`config.mk`:
```
export PLATFORM = sky130hd
export DESIGN_NAME = nes_mem_arbiter
export DESIGN_NICKNAME = d
export VERILOG_FILES = /design/src/rtl/nes_mem_pkg.sv /design/src/rtl/nes_mem_slot.sv /design/src/rtl/nes_mem_arbiter.sv
export SDC_FILE = /design/constraint.sdc
export NUM_CORES = 1
export LEC_CHECK = 0
export CAP_MARGIN = 10
export CORE_ASPECT_RATIO = 1.2
export CORE_UTILIZATION = 49
export CTS_CLUSTER_DIAMETER = 50
export CTS_CLUSTER_SIZE = 24
export DETAILED_ROUTE_END_ITERATION = 10
export GPL_ROUTABILITY_DRIVEN = 0
export GPL_TIMING_DRIVEN = 0
export PLACE_DENSITY_LB_ADDON = 0.15
export SLEW_MARGIN = 40
export SYNTH_ARGS = -nofsm -noshare
export SYNTH_HDL_FRONTEND = slang
export SYNTH_SLANG_ARGS = --single-unit
```
`constraint.sdc`:
```
create_clock -name clk -period 2.2 [get_ports clk]
set_clock_uncertainty 0.05 [all_clocks]
set_input_delay 0.44 -clock clk [delete_from_list [all_inputs] [get_ports clk]]
set_output_delay 0.44 -clock clk [all_outputs]
set_load 0.02 [all_outputs]
```
`src/rtl/nes_mem_pkg.sv`:
```
// rtl/nes_mem_pkg.sv - shared types and constants for the cartridge memory arbiter
package nes_mem_pkg;

  localparam int         ADDR_W_DEF    = 22;
  localparam logic [7:0] RDATA_DEFAULT = 8'hFF;

  typedef enum logic [1:0] {IDLE, ARB, BUSY, DONE} arb_state_t;

  typedef enum logic [1:0] {REQ_LDR, REQ_CHR, REQ_PRG} req_id_t;

  typedef struct packed {
    logic                  pending;
    logic [ADDR_W_DEF-1:0] addr;
    logic                  we;
    logic [7:0]            wdata;
    logic                  allow;
  } mem_slot_t;

endpackage

```
`src/rtl/nes_mem_slot.sv`:
```
// rtl/nes_mem_slot.sv - one requester slot: strobe capture, overrun detect, pending clear
module nes_mem_slot
  import nes_mem_pkg::*;
#(
  parameter int ADDR_W = ADDR_W_DEF
) (
  input  logic              clk,
  input  logic              reset,
  input  logic              i_req,
  input  logic [ADDR_W-1:0] i_addr,
  input  logic              i_we,
  input  logic [7:0]        i_wdata,
  input  logic              i_allow,
  input  logic              i_clear,
  output mem_slot_t         o_slot,
  output logic              o_overrun
);

  mem_slot_t r_slot;
  logic      w_accept;

  // A strobe landing on the clearing cycle is taken as the next request.
  assign w_accept  = i_req && (!r_slot.pending || i_clear);
  assign o_overrun = i_req && !w_accept;
  assign o_slot    = r_slot;

  always_ff @(posedge clk) begin
    if (reset) begin
      r_slot <= '0;
    end else if (w_accept) begin
      r_slot.pending <= 1'b1;
      r_slot.addr    <= ADDR_W_DEF'(i_addr);
      r_slot.we      <= i_we;
      r_slot.wdata   <= i_wdata;
      r_slot.allow   <= i_allow;
    end else if (i_clear) begin
      r_slot.pending <= 1'b0;
    end
  end

endmodule

```
`src/rtl/nes_mem_arbiter.sv`:
```
// rtl/nes_mem_arbiter.sv - sequences CHR, PRG and loader accesses onto one memory port
module nes_mem_arbiter
  import nes_mem_pkg::*;
#(
  parameter int ADDR_W       = ADDR_W_DEF,
  parameter int TIMEOUT      = 15,
  parameter int PRG_MAX_WAIT = 3
) (
  input  logic              clk,
  input  logic              reset,
  input  logic              chr_req,
  input  logic [ADDR_W-1:0] chr_addr,
  input  logic              chr_we,
  input  logic [7:0]        chr_wdata,
  input  logic              chr_allow,
  output logic              chr_ack,
  output logic [7:0]        chr_rdata,
  input  logic              prg_req,
  input  logic [ADDR_W-1:0] prg_addr,
  input  logic              prg_we,
  input  logic [7:0]        prg_wdata,
  input  logic              prg_allow,
  output logic              prg_ack,
  output logic [7:0]        prg_rdata,
  input  logic              ldr_req,
  input  logic [ADDR_W-1:0] ldr_addr,
  input  logic [7:0]        ldr_wdata,
  output logic              ldr_ack,
  output logic              mem_req,
  output logic [ADDR_W-1:0] mem_addr,
  output logic              mem_we,
  output logic [7:0]        mem_wdata,
  input  logic              mem_ack,
  input  logic [7:0]        mem_rdata,
  output logic [3:0]        status
);

  localparam int TMO_W = $clog2(TIMEOUT + 1);

  arb_state_t        r_state, w_next;
  req_id_t           r_win, w_win;
  mem_slot_t         w_ldr, w_chr, w_prg, w_sel;
  logic              w_ldr_ov, w_chr_ov, w_prg_ov;
  logic              w_clr_ldr, w_clr_chr, w_clr_prg;
  logic              w_any, w_filtered, w_issue, w_mem_done, w_tmo_hit, w_finish;
  logic [TMO_W-1:0]  r_tmo;
  logic [1:0]        r_prg_wait;
  logic              r_mem_req, r_mem_we;
  logic [ADDR_W-1:0] r_mem_addr;
  logic [7:0]        r_mem_wdata;
  logic              r_chr_ack, r_prg_ack, r_ldr_ack;
  logic [7:0]        r_chr_rdata, r_prg_rdata;
  logic [3:0]        r_status;

  assign w_clr_ldr = (r_state == DONE) && (r_win == REQ_LDR);
  assign w_clr_chr = (r_state == DONE) && (r_win == REQ_CHR);
  assign w_clr_prg = (r_state == DONE) && (r_win == REQ_PRG);

  nes_mem_slot #(.ADDR_W(ADDR_W)) u_ldr_slot (
    .clk(clk), .reset(reset), .i_req(ldr_req), .i_addr(ldr_addr), .i_we(1'b1),
    .i_wdata(ldr_wdata), .i_allow(1'b1), .i_clear(w_clr_ldr),
    .o_slot(w_ldr), .o_overrun(w_ldr_ov)
  );

  nes_mem_slot #(.ADDR_W(ADDR_W)) u_chr_slot (
    .clk(clk), .reset(reset), .i_req(chr_req), .i_addr(chr_addr), .i_we(chr_we),
    .i_wdata(chr_wdata), .i_allow(chr_allow), .i_clear(w_clr_chr),
    .o_slot(w_chr), .o_overrun(w_chr_ov)
  );

  nes_mem_slot #(.ADDR_W(ADDR_W)) u_prg_slot (
    .clk(clk), .reset(reset), .i_req(prg_req), .i_addr(prg_addr), .i_we(prg_we),
    .i_wdata(prg_wdata), .i_allow(prg_allow), .i_clear(w_clr_prg),
    .o_slot(w_prg), .o_overrun(w_prg_ov)
  );

  // Falls back to CHR when nothing wins, so w_sel.pending doubles as "anything pending".
  always_comb begin
    w_win = REQ_CHR;
    w_sel = w_chr;
    if (w_ldr.pending) begin
      w_win = REQ_LDR;
      w_sel = w_ldr;
    end else if (w_prg.pending && (!w_chr.pending || r_prg_wait == 2'(PRG_MAX_WAIT))) begin
      w_win = REQ_PRG;
      w_sel = w_prg;
    end
    w_any      = w_sel.pending;
    w_filtered = w_sel.we && !w_sel.allow;
  end

  always_ff @(posedge clk) begin
    if (reset) r_state <= IDLE;
    else       r_state <= w_next;
  end

  always_comb begin
    w_next = r_state;
    case (r_state)
      IDLE:    if (w_any) w_next = ARB;
      ARB:     w_next = w_filtered ? DONE : BUSY;
      BUSY:    if (mem_ack || w_tmo_hit) w_next = DONE;
      DONE:    w_next = IDLE;
      default: w_next = IDLE;
    endcase
  end

  always_comb begin
    w_issue    = (r_state == ARB) && !w_filtered;
    w_mem_done = (r_state == BUSY) && mem_ack;
    w_tmo_hit  = (r_state == BUSY) && !mem_ack && (r_tmo == TMO_W'(TIMEOUT - 1));
    w_finish   = (r_state == DONE);
  end

  always_ff @(posedge clk) begin
    if (reset) begin
      r_win       <= REQ_LDR;
      r_tmo       <= '0;
      r_prg_wait  <= '0;
      r_mem_req   <= 1'b0;
      r_mem_we    <= 1'b0;
      r_mem_addr  <= '0;
      r_mem_wdata <= '0;
      r_chr_ack   <= 1'b0;
      r_prg_ack   <= 1'b0;
      r_ldr_ack   <= 1'b0;
      r_chr_rdata <= RDATA_DEFAULT;
      r_prg_rdata <= RDATA_DEFAULT;
      r_status    <= '0;
    end else begin
      if (r_state == ARB) begin
        r_win <= w_win;
        r_tmo <= '0;
      end else if (r_state == BUSY && r_tmo != TMO_W'(TIMEOUT)) begin
        r_tmo <= r_tmo + 1'b1;
      end

      if (!w_prg.pending) begin
        r_prg_wait <= '0;
      end else if (r_state == ARB) begin
        if (w_win == REQ_PRG)
          r_prg_wait <= '0;
        else if (w_win == REQ_CHR && r_prg_wait != 2'b11)
          r_prg_wait <= r_prg_wait + 2'd1;
      end

      if (w_issue) begin
        r_mem_req   <= 1'b1;
        r_mem_addr  <= ADDR_W'(w_sel.addr);
        r_mem_we    <= w_sel.we;
        r_mem_wdata <= w_sel.wdata;
      end else if (w_mem_done || w_tmo_hit) begin
        r_mem_req <= 1'b0;
      end

      // A timed-out read returns the idle-bus value instead of stale data.
      if ((w_mem_done || w_tmo_hit) && !r_mem_we) begin
        if (r_win == REQ_CHR) r_chr_rdata <= w_mem_done ? mem_rdata : RDATA_DEFAULT;
        if (r_win == REQ_PRG) r_prg_rdata <= w_mem_done ? mem_rdata : RDATA_DEFAULT;
      end

      r_chr_ack <= w_finish && (r_win == REQ_CHR);
      r_prg_ack <= w_finish && (r_win == REQ_PRG);
      r_ldr_ack <= w_finish && (r_win == REQ_LDR);
      r_status  <= r_status | {w_tmo_hit, w_ldr_ov, w_prg_ov, w_chr_ov};
    end
  end

  assign mem_req   = r_mem_req;
  assign mem_addr  = r_mem_addr;
  assign mem_we    = r_mem_we;
  assign mem_wdata = r_mem_wdata;
  assign chr_ack   = r_chr_ack;
  assign prg_ack   = r_prg_ack;
  assign ldr_ack   = r_ldr_ack;
  assign chr_rdata = r_chr_rdata;
  assign prg_rdata = r_prg_rdata;
  assign status    = r_status;

endmodule

```
==> metrics.cfg <==
[worst_setup_path]
r2r_setup_slack_ns = 0.11
worst_path_dominant_cell_family = compound AO/OA/AOI/OAI gates
critical_path.cell_chain = ha_1, nand2b_1, a21oi_2, buf_2, a222oi_1, a221oi_2
cp_num_cells = 6
path_buf_inv = 1
r2r-start = r_prg_wait[0]
worst-endpoint-required_ns = 2.48
worst-endpoint-arrival_ns = 2.36
critPathLaunchType = register
critical_path.startpoint = r_prg_wait[0]
crit_path_max_incr_delay_ns = 0.36
crit_end = mem_addr[10]
crit_path_top_delay_cell = sky130_fd_sc_hd__a21oi_2
crit_path_end_kind = register
rr_worst_depth = 6
crit-reg2reg-capture = mem_addr[10]
worst-path-max-fanout = 10
timing_worst_setup_path_type = register to register

[die]
core_um2 = 12800
dieArea_um2 = 13800
chipWidth_um = 108
placement_rows = 45
die_h_um = 129
boundary_pins = 163
initial_core_util_pct = 51.1

[clock_tree]
cts_htree_levels = 4
cts_root_cell = sky130_fd_sc_hd__clkbuf_16
ctsLongestPathBuffers = 2
clk_latency_ns = 0.43
cts.sinks = 163
post_cts_buffers = 0
cts-buffers-inserted = 17
tritoncts_clock_tree = yes
hold_fix_buffer_count_after_cts = 0
cts_repair_resize_count = 0
cts.clk_slew.worst_paths_ns = 0.06

[global_route]
maximum_number_of_pins_on_one_net_before_global_route_repair = 17
grt_use_total_pct = 30.0
grt-ovfl-total = 0
grt_pass1_wl_um = 31300
grt_antenna_before_repair = 0
number_of_global_route_vias_before_repair = 6418

[routing]
detail_route.vias_per_cell = 5.79
wl_um = 20400
drcViolationCount = 0
drt_pass1_iterations = 9
detail_route.wl_per_cell_um = 18.6
drt_first_iter_violations = 728
ant_nets = 0
detailroute.via_count = 6338

[timing]
fmax_mhz = 479
tightestPinTransition_ns = 0.870
relSlewSlack_pct = 42.0
final_worst_slack_ns = 0.114
timing.setup.tns_ns = 0
period_needed_ns = 2.09
rsz0062_at_grt = false
report.final.setup_viol = 0
fin_hold_ws_ns = 0.405
fin_crit_sh_pct = 94.8
report.final.slew_viol_count = 0
timing.final.hold_violations = 0

[cells_and_area]
fin_nets = 1036
final_util_pct = 69.9
drive_above_1_share_pct = 10.7
number_of_inserted_filler_cells_in_the_final_layout = 1023
design_area_final_um2 = 8970
areaGrowthSynthToFinish_pct = 36.9
diodes = 0

[pwr]
power.leakage_uw = 0.00321
switching_share_pct = 30.6
power_frac_comb_pct = 27.6
p_clk_share_pct = 32.7
vdd.ir_drop.worst_v = 0.000582
power.internal_uw = 6170
powerDensity_nw_per_um2 = 992
total_switching_power_uw = 2730
seq_power_share_pct = 39.7

[yosys]
post_synth_num_cell_types = 45
ys.warnings.count = 0
ys_ff_latch = 163
ys_async_sr_fraction_pct = 0
syn_inst = 740
synth_flop_cell = sky130_fd_sc_hd__dfxtp_1
part_of_the_yosys_area_used_for_sequential_elements_pct = 49.8
synthesis.nets = 856
synth.cell_area_um2 = 6560
synth_enable_flop_cells = 0
synth.avg_cell_area_um2 = 8.86

[run_status]
run_status = finished, final reports clean

[hold_path]
timing.hold.worst.class = register to register

[placed_design]
placed_area_um2 = 8370
port-buffer-count = 161
sum_of_net_half_perimeters_after_detailed_placement_um = 14400
pre_cts_slack_ns = -0.0148

[job]
cap_violations = 0

[worst min-delay path, stage by stage, from the launching register on]
cell and delay, ns:
sky130_fd_sc_hd__dfxtp_1 0.31, sky130_fd_sc_hd__nand2_1 0.05, sky130_fd_sc_hd__a21oi_1 0.05
[cell usage after synthesis, types with 2 or more instances]
library cell | number | share of area [%]
sky130_fd_sc_hd__a21bo_2 | 3 | 0.46
sky130_fd_sc_hd__a21boi_1 | 2 | 0.23
sky130_fd_sc_hd__a21oi_1 | 105 | 8.0
sky130_fd_sc_hd__a221oi_2 | 31 | 7.1
sky130_fd_sc_hd__a222oi_1 | 30 | 4.6
sky130_fd_sc_hd__a31oi_1 | 3 | 0.29
sky130_fd_sc_hd__and3_1 | 3 | 0.29
sky130_fd_sc_hd__buf_2 | 23 | 1.8
sky130_fd_sc_hd__buf_6 | 3 | 0.52
sky130_fd_sc_hd__clkbuf_1 | 30 | 1.7
sky130_fd_sc_hd__dfxtp_1 | 163 | 50
sky130_fd_sc_hd__ha_1 | 8 | 1.5
sky130_fd_sc_hd__inv_1 | 6 | 0.34
sky130_fd_sc_hd__mux2i_1 | 19 | 2.9
sky130_fd_sc_hd__nand2_1 | 194 | 11
sky130_fd_sc_hd__nand2b_1 | 4 | 0.38
sky130_fd_sc_hd__nand3_1 | 5 | 0.38
sky130_fd_sc_hd__nand3b_1 | 2 | 0.23
sky130_fd_sc_hd__nor2_1 | 70 | 4.0
sky130_fd_sc_hd__nor2_4 | 2 | 0.34
sky130_fd_sc_hd__nor2b_1 | 2 | 0.19
sky130_fd_sc_hd__nor3_1 | 5 | 0.38
sky130_fd_sc_hd__o211ai_1 | 3 | 0.34
sky130_fd_sc_hd__or3b_1 | 2 | 0.27
sky130_fd_sc_hd__xor2_1 | 2 | 0.27
[kinds of logic after synthesis]
| kind of cell | share of synthesized area, % |
|---|---|
| AO/OA/AOI/OAI | 21.8 |
| XOR/XNOR | 0.401 |
| adder cells (fa/ha/maj) | 1.53 |
| buffers and inverters | 4.56 |
| flip-flops | 49.8 |
| multiplexers | 3.24 |
| AND/OR/NAND/NOR | 18.7 |
[sequential cells by signal (all words and copies together) (netlist names)]
register	flops
chr_ack	1
chr_rdata	8
ldr_ack	1
mem_addr	22
mem_req	1
mem_wdata	8
mem_we	1
prg_ack	1
prg_rdata	8
r_prg_wait	2
r_state	2
r_tmo	4
r_win	2
status	4
u_chr_slot.o_slot	33
u_ldr_slot.o_slot	32
u_prg_slot.o_slot	33
[layer usage]
metal  routed length, um  GRT usage (%)  up-vias  part of all wire (%)
li1                    -              -     2941                     -
met1                7890           33.7     3015                    39
met2               10100           52.1      328                    50
met3                1750           8.31       54                   8.6
met4                 605           14.4        0                   3.0
met5                   0              0        -                     0
[power groups by stage]
stage	logic, uW	clock network, uW	registers [uW]
2_1_floorplan	1190	0	3800
3_3_place_gp	2340	0	3580
3_5_place_dp	2410	0	3600
4_1_cts	2420	2920	3530
5_1_grt	2640	3050	3570
6_report	2450	2910	3540
[through the flow]
stage               power, uW  std cells
CTS                      8880       1095
finish                   8900       1095
global placement         5920       1065
detailed placement       6000       1065
global route             9260       1095
floorplan                5000        740
[worst min-delay path by stage]
stage	from	to	cells past startpoint
4_1_cts	u_prg_slot.o_slot[1]	u_prg_slot.o_slot[1]	2
2_1_floorplan	u_chr_slot.o_slot[0]	u_chr_slot.o_slot[0]	2
5_1_grt	u_ldr_slot.o_slot[17]	u_ldr_slot.o_slot[17]	2
3_5_place_dp	u_prg_slot.o_slot[1]	u_prg_slot.o_slot[1]	2
3_3_place_gp	u_prg_slot.o_slot[18]	u_prg_slot.o_slot[18]	2
6_report	u_prg_slot.o_slot[6]	u_prg_slot.o_slot[6]	2
[placed cells by master (no fill, tap or decap), types with 2 or more instances in the layout]
cell	netlist	final
sky130_fd_sc_hd__nand2_1	194	194
sky130_fd_sc_hd__dfxtp_1	163	163
sky130_fd_sc_hd__clkdlybuf4s50_1	0	161
sky130_fd_sc_hd__a21oi_1	105	105
sky130_fd_sc_hd__nor2_1	70	70
sky130_fd_sc_hd__clkbuf_1	30	33
sky130_fd_sc_hd__a221oi_2	31	31
sky130_fd_sc_hd__a222oi_1	30	30
sky130_fd_sc_hd__mux2i_1	19	19
sky130_fd_sc_hd__buf_2	23	19
sky130_fd_sc_hd__clkbuf_16	0	17
sky130_fd_sc_hd__ha_1	8	8
sky130_fd_sc_hd__inv_1	6	6
sky130_fd_sc_hd__nand3_1	5	5
sky130_fd_sc_hd__nor3_1	5	5
sky130_fd_sc_hd__nand2b_1	4	4
sky130_fd_sc_hd__clkbuf_8	0	4
sky130_fd_sc_hd__and3_1	3	3
sky130_fd_sc_hd__o211ai_1	3	3
sky130_fd_sc_hd__a31oi_1	3	3
sky130_fd_sc_hd__a21bo_2	3	3
sky130_fd_sc_hd__clkbuf_4	0	3
sky130_fd_sc_hd__buf_6	3	3
sky130_fd_sc_hd__clkinv_2	0	3
sky130_fd_sc_hd__nor2_4	2	2
sky130_fd_sc_hd__or3b_1	2	2
sky130_fd_sc_hd__buf_4	1	2
sky130_fd_sc_hd__nand3b_1	2	2
sky130_fd_sc_hd__a21boi_2	1	2
sky130_fd_sc_hd__nor2b_1	2	2
sky130_fd_sc_hd__xor2_1	2	2
sky130_fd_sc_hd__bufinv_16	0	2
[layout make-up]
class / instances / area, um2 / share of cell area (%)
multi-input cells: 512 / 3010 / 33.6
repair buffers: 161 / 1610 / 18.0
clock buffers: 25 / 495 / 5.52
well taps: 164 / 205 / 2.29
clock inverters: 5 / 75.1 / 0.837
flip-flops and latches: 163 / 3260 / 36.4
inverters: 7 / 26.3 / 0.293
plain buffers: 58 / 284 / 3.17
Power figures use the tool's default switching activity.
